**config.mk**
```make
export PLATFORM = sky130hd
export DESIGN_NAME = avs_i2s_rx
export DESIGN_NICKNAME = d
export VERILOG_FILES = /design/src/rtl/avs_i2s_rx.sv
export SDC_FILE = /design/constraint.sdc
export NUM_CORES = 1
export LEC_CHECK = 0
export CORE_AREA = 8 8 146 284
export CTS_BUF_LIST = sky130_fd_sc_hd__clkbuf_2 sky130_fd_sc_hd__clkbuf_4 sky130_fd_sc_hd__clkbuf_8
export CTS_CLUSTER_SIZE = 40
export DETAILED_ROUTE_END_ITERATION = 10
export DIE_AREA = 0 0 154 292
export GPL_ROUTABILITY_DRIVEN = 1
export PLACE_DENSITY = 0.54
export SLEW_MARGIN = 20
export SYNTH_ARGS = -nofsm -noshare
export SYNTH_HDL_FRONTEND = slang
export SYNTH_SLANG_ARGS = --single-unit
```
**constraint.sdc**
```tcl
create_clock -name clk -period 5.4 [get_ports clk]
set_input_delay 1.35 -clock clk [delete_from_list [all_inputs] [get_ports clk]]
set_output_delay 1.35 -clock clk [all_outputs]
set_load 0.01 [all_outputs]
```
**src/rtl/avs_i2s_rx.sv**
```systemverilog
// rtl/avs_i2s_rx.sv - Avalon-MM slave I2S receiver with frame FIFO
//
// Oversamples an external I2S stream in the clk domain, assembles each
// left/right word pair into one 32-bit frame {left, right} (each channel
// left-aligned in its 16-bit half) and buffers frames for CPU readout.
//
// Ports:
//   clk, reset_n            system clock (>= 8x SCK), async active-low reset
//   avs_s0_address[1:0]     0 DATA, 1 CONTROL, 2 STATUS, 3 reserved
//   avs_s0_read/write       access strobes, zero wait states
//   avs_s0_readdata[31:0]   combinational, 0 when not reading
//   avs_s0_writedata[31:0]  write data
//   avs_s0_waitrequest      always 0
//   avs_s0_export_i2s_*     SCK / WS / SD from the codec, async to clk

module avs_i2s_rx #(
   parameter int DW         = 16,
   parameter int FIFO_DEPTH = 8
) (
   input  logic        clk,
   input  logic        reset_n,
   input  logic [1:0]  avs_s0_address,
   input  logic        avs_s0_read,
   input  logic        avs_s0_write,
   output logic        avs_s0_waitrequest,
   output logic [31:0] avs_s0_readdata,
   input  logic [31:0] avs_s0_writedata,
   input  logic        avs_s0_export_i2s_sck,
   input  logic        avs_s0_export_i2s_ws,
   input  logic        avs_s0_export_i2s_sd
);

   localparam int AW = $clog2(FIFO_DEPTH);
   localparam int CW = $clog2(DW + 1);
   localparam logic [AW:0] DEPTH_L = FIFO_DEPTH[AW:0];

   typedef enum logic [1:0] {ST_IDLE, ST_HUNT, ST_RUN} state_t;

   // ------------------------------------------------------------------
   // Input synchronisers and SCK rise strobe
   // ------------------------------------------------------------------
   logic r_sck_meta, r_sck_sync, r_sck_prev;
   logic r_ws_meta,  r_ws_sync;
   logic r_sd_meta,  r_sd_sync;
   logic r_strobe, r_ws_q, r_sd_q;

   // The strobe is registered, so WS/SD are registered alongside it to
   // stay aligned with the edge they were sampled on.
   always_ff @(posedge clk or negedge reset_n) begin
      if (!reset_n) begin
         r_sck_meta <= 1'b0;
         r_sck_sync <= 1'b0;
         r_sck_prev <= 1'b0;
         r_ws_meta  <= 1'b0;
         r_ws_sync  <= 1'b0;
         r_sd_meta  <= 1'b0;
         r_sd_sync  <= 1'b0;
         r_strobe   <= 1'b0;
         r_ws_q     <= 1'b0;
         r_sd_q     <= 1'b0;
      end else begin
         r_sck_meta <= avs_s0_export_i2s_sck;
         r_sck_sync <= r_sck_meta;
         r_sck_prev <= r_sck_sync;
         r_ws_meta  <= avs_s0_export_i2s_ws;
         r_ws_sync  <= r_ws_meta;
         r_sd_meta  <= avs_s0_export_i2s_sd;
         r_sd_sync  <= r_sd_meta;
         r_strobe   <= r_sck_sync & ~r_sck_prev;
         r_ws_q     <= r_ws_sync;
         r_sd_q     <= r_sd_sync;
      end
   end

   // ------------------------------------------------------------------
   // Register-side decode
   // ------------------------------------------------------------------
   logic r_en;
   logic r_ovf;
   logic [AW:0] r_wptr, r_rptr;
   logic [31:0] r_mem [FIFO_DEPTH];

   logic [AW:0] w_level;
   logic [6:0]  w_level7;
   logic        w_empty, w_full, w_pop, w_flush, w_wr, w_ovf_clr;

   assign w_level   = r_wptr - r_rptr;
   assign w_level7  = 7'(w_level);
   assign w_empty   = (w_level == '0);
   assign w_full    = (w_level == DEPTH_L);
   assign w_pop     = avs_s0_read  && (avs_s0_address == 2'd0) && !w_empty;
   assign w_flush   = avs_s0_write && (avs_s0_address == 2'd1) && avs_s0_writedata[1];
   assign w_ovf_clr = avs_s0_write && (avs_s0_address == 2'd2) && avs_s0_writedata[2];

   logic w_unused;
   assign w_unused = ^{avs_s0_writedata[31:3]};

   // ------------------------------------------------------------------
   // Capture FSM
   // ------------------------------------------------------------------
   state_t         r_state;
   logic [CW-1:0]  r_cnt;
   logic [DW-1:0]  r_sr;
   logic [DW-1:0]  r_left;
   logic           r_left_valid;
   logic           r_ws_prev;
   logic           r_synced;
   logic           r_push;
   logic [31:0]    r_push_data;

   logic           w_bit_ok;
   logic           w_ws_change;
   logic [DW-1:0]  w_sr_next;
   logic [15:0]    w_left16, w_right16;

   assign w_bit_ok    = (r_cnt < CW'(DW));
   assign w_ws_change = r_ws_q ^ r_ws_prev;

   // Shift register with the current SD bit placed at sr[DW-1-cnt];
   // once cnt saturates at DW further bits are ignored (truncation).
   always_comb begin
      w_sr_next = r_sr;
      for (int i = 0; i < DW; i++) begin
         if (w_bit_ok && (r_cnt == CW'(DW - 1 - i)))
            w_sr_next[i] = r_sd_q;
      end
   end

   // Left-align each channel in its 16-bit half, zero-filling the LSBs.
   assign w_left16  = 16'(r_left)    << (16 - DW);
   assign w_right16 = 16'(w_sr_next) << (16 - DW);

   always_ff @(posedge clk or negedge reset_n) begin
      if (!reset_n) begin
         r_state      <= ST_IDLE;
         r_cnt        <= '0;
         r_sr         <= '0;
         r_left       <= '0;
         r_left_valid <= 1'b0;
         r_ws_prev    <= 1'b0;
         r_synced     <= 1'b0;
         r_push       <= 1'b0;
         r_push_data  <= '0;
      end else begin
         r_push <= 1'b0;
         // WS history is tracked in every state so HUNT has a reference.
         if (r_strobe)
            r_ws_prev <= r_ws_q;

         if (!r_en) begin
            r_state      <= ST_IDLE;
            r_cnt        <= '0;
            r_sr         <= '0;
            r_synced     <= 1'b0;
            r_left_valid <= 1'b0;
         end else if (r_strobe) begin
            case (r_state)
               ST_IDLE: r_state <= ST_HUNT;
               ST_HUNT: begin
                  // The bit on the first WS change belongs to an
                  // unsynchronised word and is dropped.
                  if (w_ws_change) begin
                     r_synced <= 1'b1;
                     r_state  <= ST_RUN;
                     r_cnt    <= '0;
                     r_sr     <= '0;
                  end
               end
               ST_RUN: begin
                  if (!w_ws_change) begin
                     r_sr <= w_sr_next;
                     if (w_bit_ok)
                        r_cnt <= r_cnt + 1'b1;
                  end else begin
                     // This edge carries the outgoing word's LSB.
                     if (!r_ws_prev) begin
                        r_left       <= w_sr_next;
                        r_left_valid <= 1'b1;
                     end else if (r_left_valid) begin
                        r_push       <= 1'b1;
                        r_push_data  <= {w_left16, w_right16};
                        r_left_valid <= 1'b0;
                     end
                     r_sr  <= '0;
                     r_cnt <= '0;
                  end
               end
               default: r_state <= ST_IDLE;
            endcase
         end
      end
   end

   // ------------------------------------------------------------------
   // FIFO and control/status registers
   // ------------------------------------------------------------------
   // A push into a full FIFO still succeeds when a pop frees a slot in
   // the same cycle.
   assign w_wr = r_push && (!w_full || w_pop) && !w_flush;

   always_ff @(posedge clk or negedge reset_n) begin
      if (!reset_n) begin
         r_wptr <= '0;
         r_rptr <= '0;
         r_en   <= 1'b0;
         r_ovf  <= 1'b0;
      end else begin
         if (avs_s0_write && (avs_s0_address == 2'd1))
            r_en <= avs_s0_writedata[0];

         if (w_flush) begin
            r_wptr <= '0;
            r_rptr <= '0;
         end else begin
            if (w_wr)
               r_wptr <= r_wptr + 1'b1;
            if (w_pop)
               r_rptr <= r_rptr + 1'b1;
         end

         if (w_ovf_clr)
            r_ovf <= 1'b0;
         if (r_push && w_full && !w_pop && !w_flush)
            r_ovf <= 1'b1;
      end
   end

   always_ff @(posedge clk) begin
      if (w_wr)
         r_mem[r_wptr[AW-1:0]] <= r_push_data;
   end

   assign avs_s0_waitrequest = 1'b0;

   always_comb begin
      avs_s0_readdata = 32'd0;
      if (avs_s0_read) begin
         case (avs_s0_address)
            2'd0: avs_s0_readdata = w_empty ? 32'd0 : r_mem[r_rptr[AW-1:0]];
            2'd1: avs_s0_readdata = {31'd0, r_en};
            2'd2: avs_s0_readdata = {17'd0, w_level7, 4'd0,
                                     r_synced, r_ovf, w_full, w_empty};
            default: avs_s0_readdata = 32'd0;
         endcase
      end
   end

endmodule

```
Word level (Yosys, flattened, before mapping):

Memory sizes are Yosys's and may differ from the RTL's.
Index checks and enable logic that the tools add are counted.

* add/subtract/negate cells: 4
* $lt $le $gt $ge: 1
* equal/unequal tests: 28
* muxes and demuxes: 57
* bitwise gates (word level): 4
* reduce and logical (&&, ||, !) cells: 46

Operator list (count)
* 32-bit one-hot mux with 3 select lines: 1
* 16-bit two-way mux: 4
* 32-bit two-way mux: 2
* 5-bit by 4-bit == test with 1-bit output (second input constant): 8
* 1-bit two-way mux: 35
* 16-bit one-hot mux with 2 select lines: 1
* 1-bit logical AND: 27
* 5-bit two-way mux: 5
* 5-bit by 3-bit == test with 1-bit output (second input constant): 4
* 4-bit two-way mux: 4
* 3-bit AND reduction: 4
* 5-bit by 2-bit == test with 1-bit output (second input constant): 2
* 5-bit one-hot mux with 2 select lines: 1
* 4-bit by 1-bit adder with 4-bit output (second input constant): 2
* 2-bit two-way mux: 3
* 2-bit by 1-bit inequality test with 1-bit output (second input constant): 3
* 2-bit one-hot mux with 3 select lines: 1
* 6-bit AND reduction: 1
* 2-bit nonzero test: 3
* 5-bit by 1-bit adder with 5-bit output (second input constant): 1
* 5-bit by 1-bit == test with 1-bit output (second input constant): 1
* 5-bit zero test: 1
* 5-bit less-than comparator (second input constant): 1
* 5-bit AND reduction: 1
* other kinds (16): 24

* bits in registers: 95
* memory bits (writable): 256
* input port bits: 41
* output and inout port bits: 33
* word-level logic and storage cells: 164
* memories: 1

Memories
* r_mem: words 8, width 32, read ports 1, clocked after memory_dff 0, wr ports 1, RTL line 81 `logic [31:0] r_mem [FIFO_DEPTH];`

Longest topological paths before layout:

* depth in word-level cells: 9
* gate-level depth with buffers: 11
* gate-level depth less buffers: 9

Least setup slack after synthesis:

OpenSTA, ideal clock, no wires.

* path kind: register to register
* from: register r_rptr[2]
* to: memory r_mem[4][0], enable pin
* library setup time: 0.501 ns
* data arrival time: 5.450 ns
* required time: 4.899 ns
* path slack: -0.552 ns
* cell stages (with the launch flop): 11
* buffers on the path: 4
* clock period less this slack: 5.952 ns
* cell sequence: dfrtp_1 > clkbuf_1 > inv_1 > clkbuf_1 > buf_1 > ha_1 > and3b_1 > o21ai_2 > a211oi_4 > buf_6 > nor4_1

* longest elaborated chain between the ends: 9
* elaborated cells between the ends (all ways): 11
* classes of those cells: add/sub (1); eq/ne (1); mux (2); reduce/logical (7)

Ends and longest elaborated chain
* from (decl): RTL line 80 `logic [AW:0] r_wptr, r_rptr;`
* from (signal assigned): RTL line 218 `r_rptr <= r_rptr + 1'b1;`
* 4-bit subtractor (*): RTL line 87 `assign w_level = r_wptr - r_rptr;`
* 4-bit zero test: RTL line 89 `assign w_empty = (w_level == '0);`
* 1-bit zero test: RTL line 91 `assign w_pop = avs_s0_read && (avs_s0_address == 2'd0) && !w_empty;`
* 1-bit logical AND: RTL line 91
* 1-bit logical OR (*): RTL line 199 `assign w_wr = r_push && (!w_full || w_pop) && !w_flush;`
* 1-bit logical AND (*) (2 in a row): RTL line 199
* 1-bit two-way mux (*): RTL line 229 `if (w_wr)`
* 1-bit two-way mux (not written as such) (*): RTL line 230 `r_mem[r_wptr[AW-1:0]] <= r_push_data;`
* to (decl): RTL line 81

Every way passes the cells marked *; elsewhere a longest branch is shown, timed or not.

Final worst setup path:

* from: register r_wptr[2]
* to: output avs_s0_readdata[0]

* longest elaborated chain between the ends: 5

Ends and longest elaborated chain
* from (decl): RTL line 80
* from (signal assigned): RTL line 216 `r_wptr <= r_wptr + 1'b1;`
* 4-bit subtractor (*): RTL line 87
* 4-bit zero test (*): RTL line 89
* 32-bit two-way mux: RTL line 239 `2'd0: avs_s0_readdata = w_empty ? 32'd0 : r_mem[r_rptr[AW-1:0]];`
* 32-bit one-hot mux with 3 select lines (*): RTL line 238 `case (avs_s0_address)`
* 32-bit two-way mux (*): RTL line 237 `if (avs_s0_read) begin`
* to (decl): RTL line 26 `output logic [31:0] avs_s0_readdata,`

Marked as above.

==> impl_metrics.csv <==
group,metric,value,unit
run_status,status,"finished, final reports clean",
clock_tree,postCtsSetupRepairBufs,0,
routing,viasPerCell,5.26,
synthesis,syn_inst,860,
routing,met2_length,17.4,mm
finish,area_growth,14.3,%
sta,fin_ws,0.370,ns
routing,dr_total_vias,7535,
synthesis,synth_area_leaders,"edfxtp_1 54%, dfrtp_1 17%, mux4_2 10%, mux2_2 2.6%, a21oi_1 2.3%",
clock_tree,clk_path_buf_depth,3,
synthesis,syn-cell-area,0.0141,mm^2
setup_path,crit_path_end_kind,"output port",
clock_tree,clk_latency,0.60,ns
finish,fillers,3412,
die,dieArea,0.0450,mm^2
clock_tree,htreeDepth,2,
global_routing,grt_pass1_wl,48.8,mm
placement,place.gp.congestion,0.745,
routing,dr_wl_met3,1.01,mm
global_routing,grt_pass1_vias,8077,
finish,fin_cells,1433,
global_routing,antenna_found_initial,1,
finish,final_nets,980,
sta,finalHoldViolCount,0,
synthesis,yosys_register_bits,351,
routing,ant_nets,0,
setup_path,cp_data_arrival_time,3.68,ns
power_and_ir_drop,leakage,5.32,nW
placement,post-place-ws,0.411,ns
synthesis,async_flop_share,27.1,%
placement,dpl_cell_area,0.0152,mm^2
sta,max_freq,0.199,GHz
routing,wl_per_cell,21.9,um
finish,final_cell_area,0.0162,mm^2
setup_path,crit_type,"reg -> out",
routing,drt-met1-wl,12.0,mm
clock_tree,cts_root_buffer,"clkbuf_8",
synthesis,synth_top_area_share,54.4,%
synthesis,synth.most_common_cell,"edfxtp_1",
setup_path,worst_setup_path_start_kind,"flop",
power_and_ir_drop,power_density,380,mW/mm^2
synthesis,synth_common_cells,"256 x edfxtp_1, 95 x dfrtp_1, 83 x nand2_1",
die,core_area,0.0378,mm^2
routing,wirelength,31.4,mm
sta,slew_headroom,37.2,%
global_routing,overflow,0,
clock_tree,cts_tree,"built",
clock_tree,cts-buffers-inserted,49,
placement,numPortBuffers,43,
sta,finalClockSkew,0.0317,ns
synthesis,synth-edff-count,256,
global_routing,grt_max_degree,70,
synthesis,yosysSeqAreaShare,71.2,%
die,start_util,37.4,%
sta,setup_violations,0,
setup_path,critPathRequiredTime,4.05,ns
synthesis,synth_cell_type_count,56,
sta,period_minus_slack,5.03,ns
worst_hold_path,hold_path.class,"reg -> reg",
die,fp.dieH,292,um
synthesis,ys_warn_count,0,
routing,top_layer,"met4",
setup_path,cp_max_fo,9,
flow_run,cap_violations,0,
placement,dpl.hpwl,17.9,mm
synthesis,yosysTopAreaCell,"edfxtp_1",
sta,grt_setup_unrepaired,"false",
clock_tree,postCtsHoldBufs,0,
sta,hold-worst-slack,0.350,ns
clock_tree,clkSinkCount,351,
routing,drtPass1Iterations,5,
die,rows,101,
sta,period_share,93.1,%
die,dieWidth,154,um
synthesis,syn-mean-instance-area,16.4,um^2
routing,drt_iter0_drc,470,
global_routing,grt.total_usage,14.3,%
synthesis,synth_nets,912,
sta,worst_pin_slew,0.939,ns
power_and_ir_drop,peakVddDrop,273,uV
clock_tree,ctsResizeCount,0,
sta,maxSlewViolCount,0,
synthesis,ys.flop_type,"edfxtp_1",
routing,drc,0,
finish,final_layout_size_suffix_gt1_share,22.6,%
die,io_pins,74,
clock_tree,clk_pin_slew,0.06,ns
placement,dpl.cell_count,1340,
## metrics by stage
stage	power [mW]	TNS, ns	util (%)
6_report	6.13	0	42.7
2_1_floorplan	3.81	-138.09	-
3_5_place_dp	4.20	0	40.2
4_1_cts	6.25	0	42.7
3_3_place_gp	4.18	0	40.1
5_1_grt	6.42	0	42.7
## registers in the layout, summed over array words and instances (netlist names), 2 cells and up
register / cells
r_mem: 256
r_push_data: 32
r_left: 16
r_sr: 16
r_cnt: 5
r_rptr: 4
r_wptr: 4
r_state: 2
## where the power goes
part / switching (mW) / internal, mW
clock: 0.980 / 1.05
sequential: 0.0330 / 2.89
combinational: 0.678 / 0.492
## critical path: stages (launching register included)
cell and delay (ns):
dfrtp_1 0.66, ha_1 0.36, and3b_1 0.22, or3_4 0.45, a311oi_4 0.49, nand2_1 0.09
a31oi_1 0.25, clkdlybuf4s50_1 0.59
## placed cells by master, fill, tap and decap left out, types with 4 or more instances in the layout
master and count:
a22oi_1 5, nor4_2 5, inv_1 13, clkinv_2 6, nor3_1 4, mux2_2 32, mux2i_1 18, nand2_1 83
dfrtp_1 93, mux4_2 64, edfxtp_1 256, nand2b_1 6, clkbuf_4 19, buf_4 21, nand3_1 18, and3_1 4
clkinv_1 13, nor2_1 69, nor2b_1 11, clkbuf_8 50, ha_1 10, clkdlybuf4s50_1 42, a21oi_1 66
## final timing paths
path / startpoint / to / slack (ns) / depth (start not counted)
max: r_wptr[2] / avs_s0_readdata[0] / 0.37 / 7
min: r_ws_sync / r_ws_q / 0.35 / 0
max reg2reg: r_wptr[0] / r_mem[2][15] / 1.81 / 9
min reg2reg: r_ws_sync / r_ws_q / 0.35 / 0
max in group asynchronous: reset_n / r_rptr[0] / 3.53 / 2
min in group asynchronous: reset_n / r_sd_meta / 0.85 / 1
## logic make-up (layout without fill, tap and decap cells)
| group | after synthesis | count (layout) | share of synthesized area, % |
|---|---|---|---|
| adders and majority gates | 11 | 11 | 1.03 |
| and+or+nand+nor | 224 | 224 | 7.32 |
| muxes | 115 | 115 | 14.1 |
| xor gates and xnor gates | 4 | 4 | 0.301 |
| AOI/OAI and AO/OA | 94 | 94 | 4.03 |
| buffers and inverters | 60 | 169 | 1.95 |
| other | 1 | 2 | 0.0265 |
| DFF | 351 | 351 | 71.2 |
## final cells by class
| type | instances | area, um^2 | share of cell area, % |
|---|---|---|---|
| Sequential cell | 351 | 10100 | 62.3 |
| Clock buffer | 69 | 831 | 5.14 |
| Timing Repair Buffer | 64 | 598 | 3.70 |
| Inverter | 13 | 48.8 | 0.302 |
| Multi-Input combinational cell | 449 | 3880 | 24.0 |
| Tap cell | 463 | 579 | 3.59 |
| Antenna cell | 1 | 2.50 | 0.0155 |
| Clock inverter | 23 | 144 | 0.891 |
## routing by layer
layer | GRT usage [%] | vias to the layer above
li1 | - | 3407
met1 | 16.0 | 3952
met5 | 0 | -
met4 | 5.55 | 0
met3 | 2.19 | 57
met2 | 26.5 | 119
Note: power is estimated with default switching activity, not from simulation.
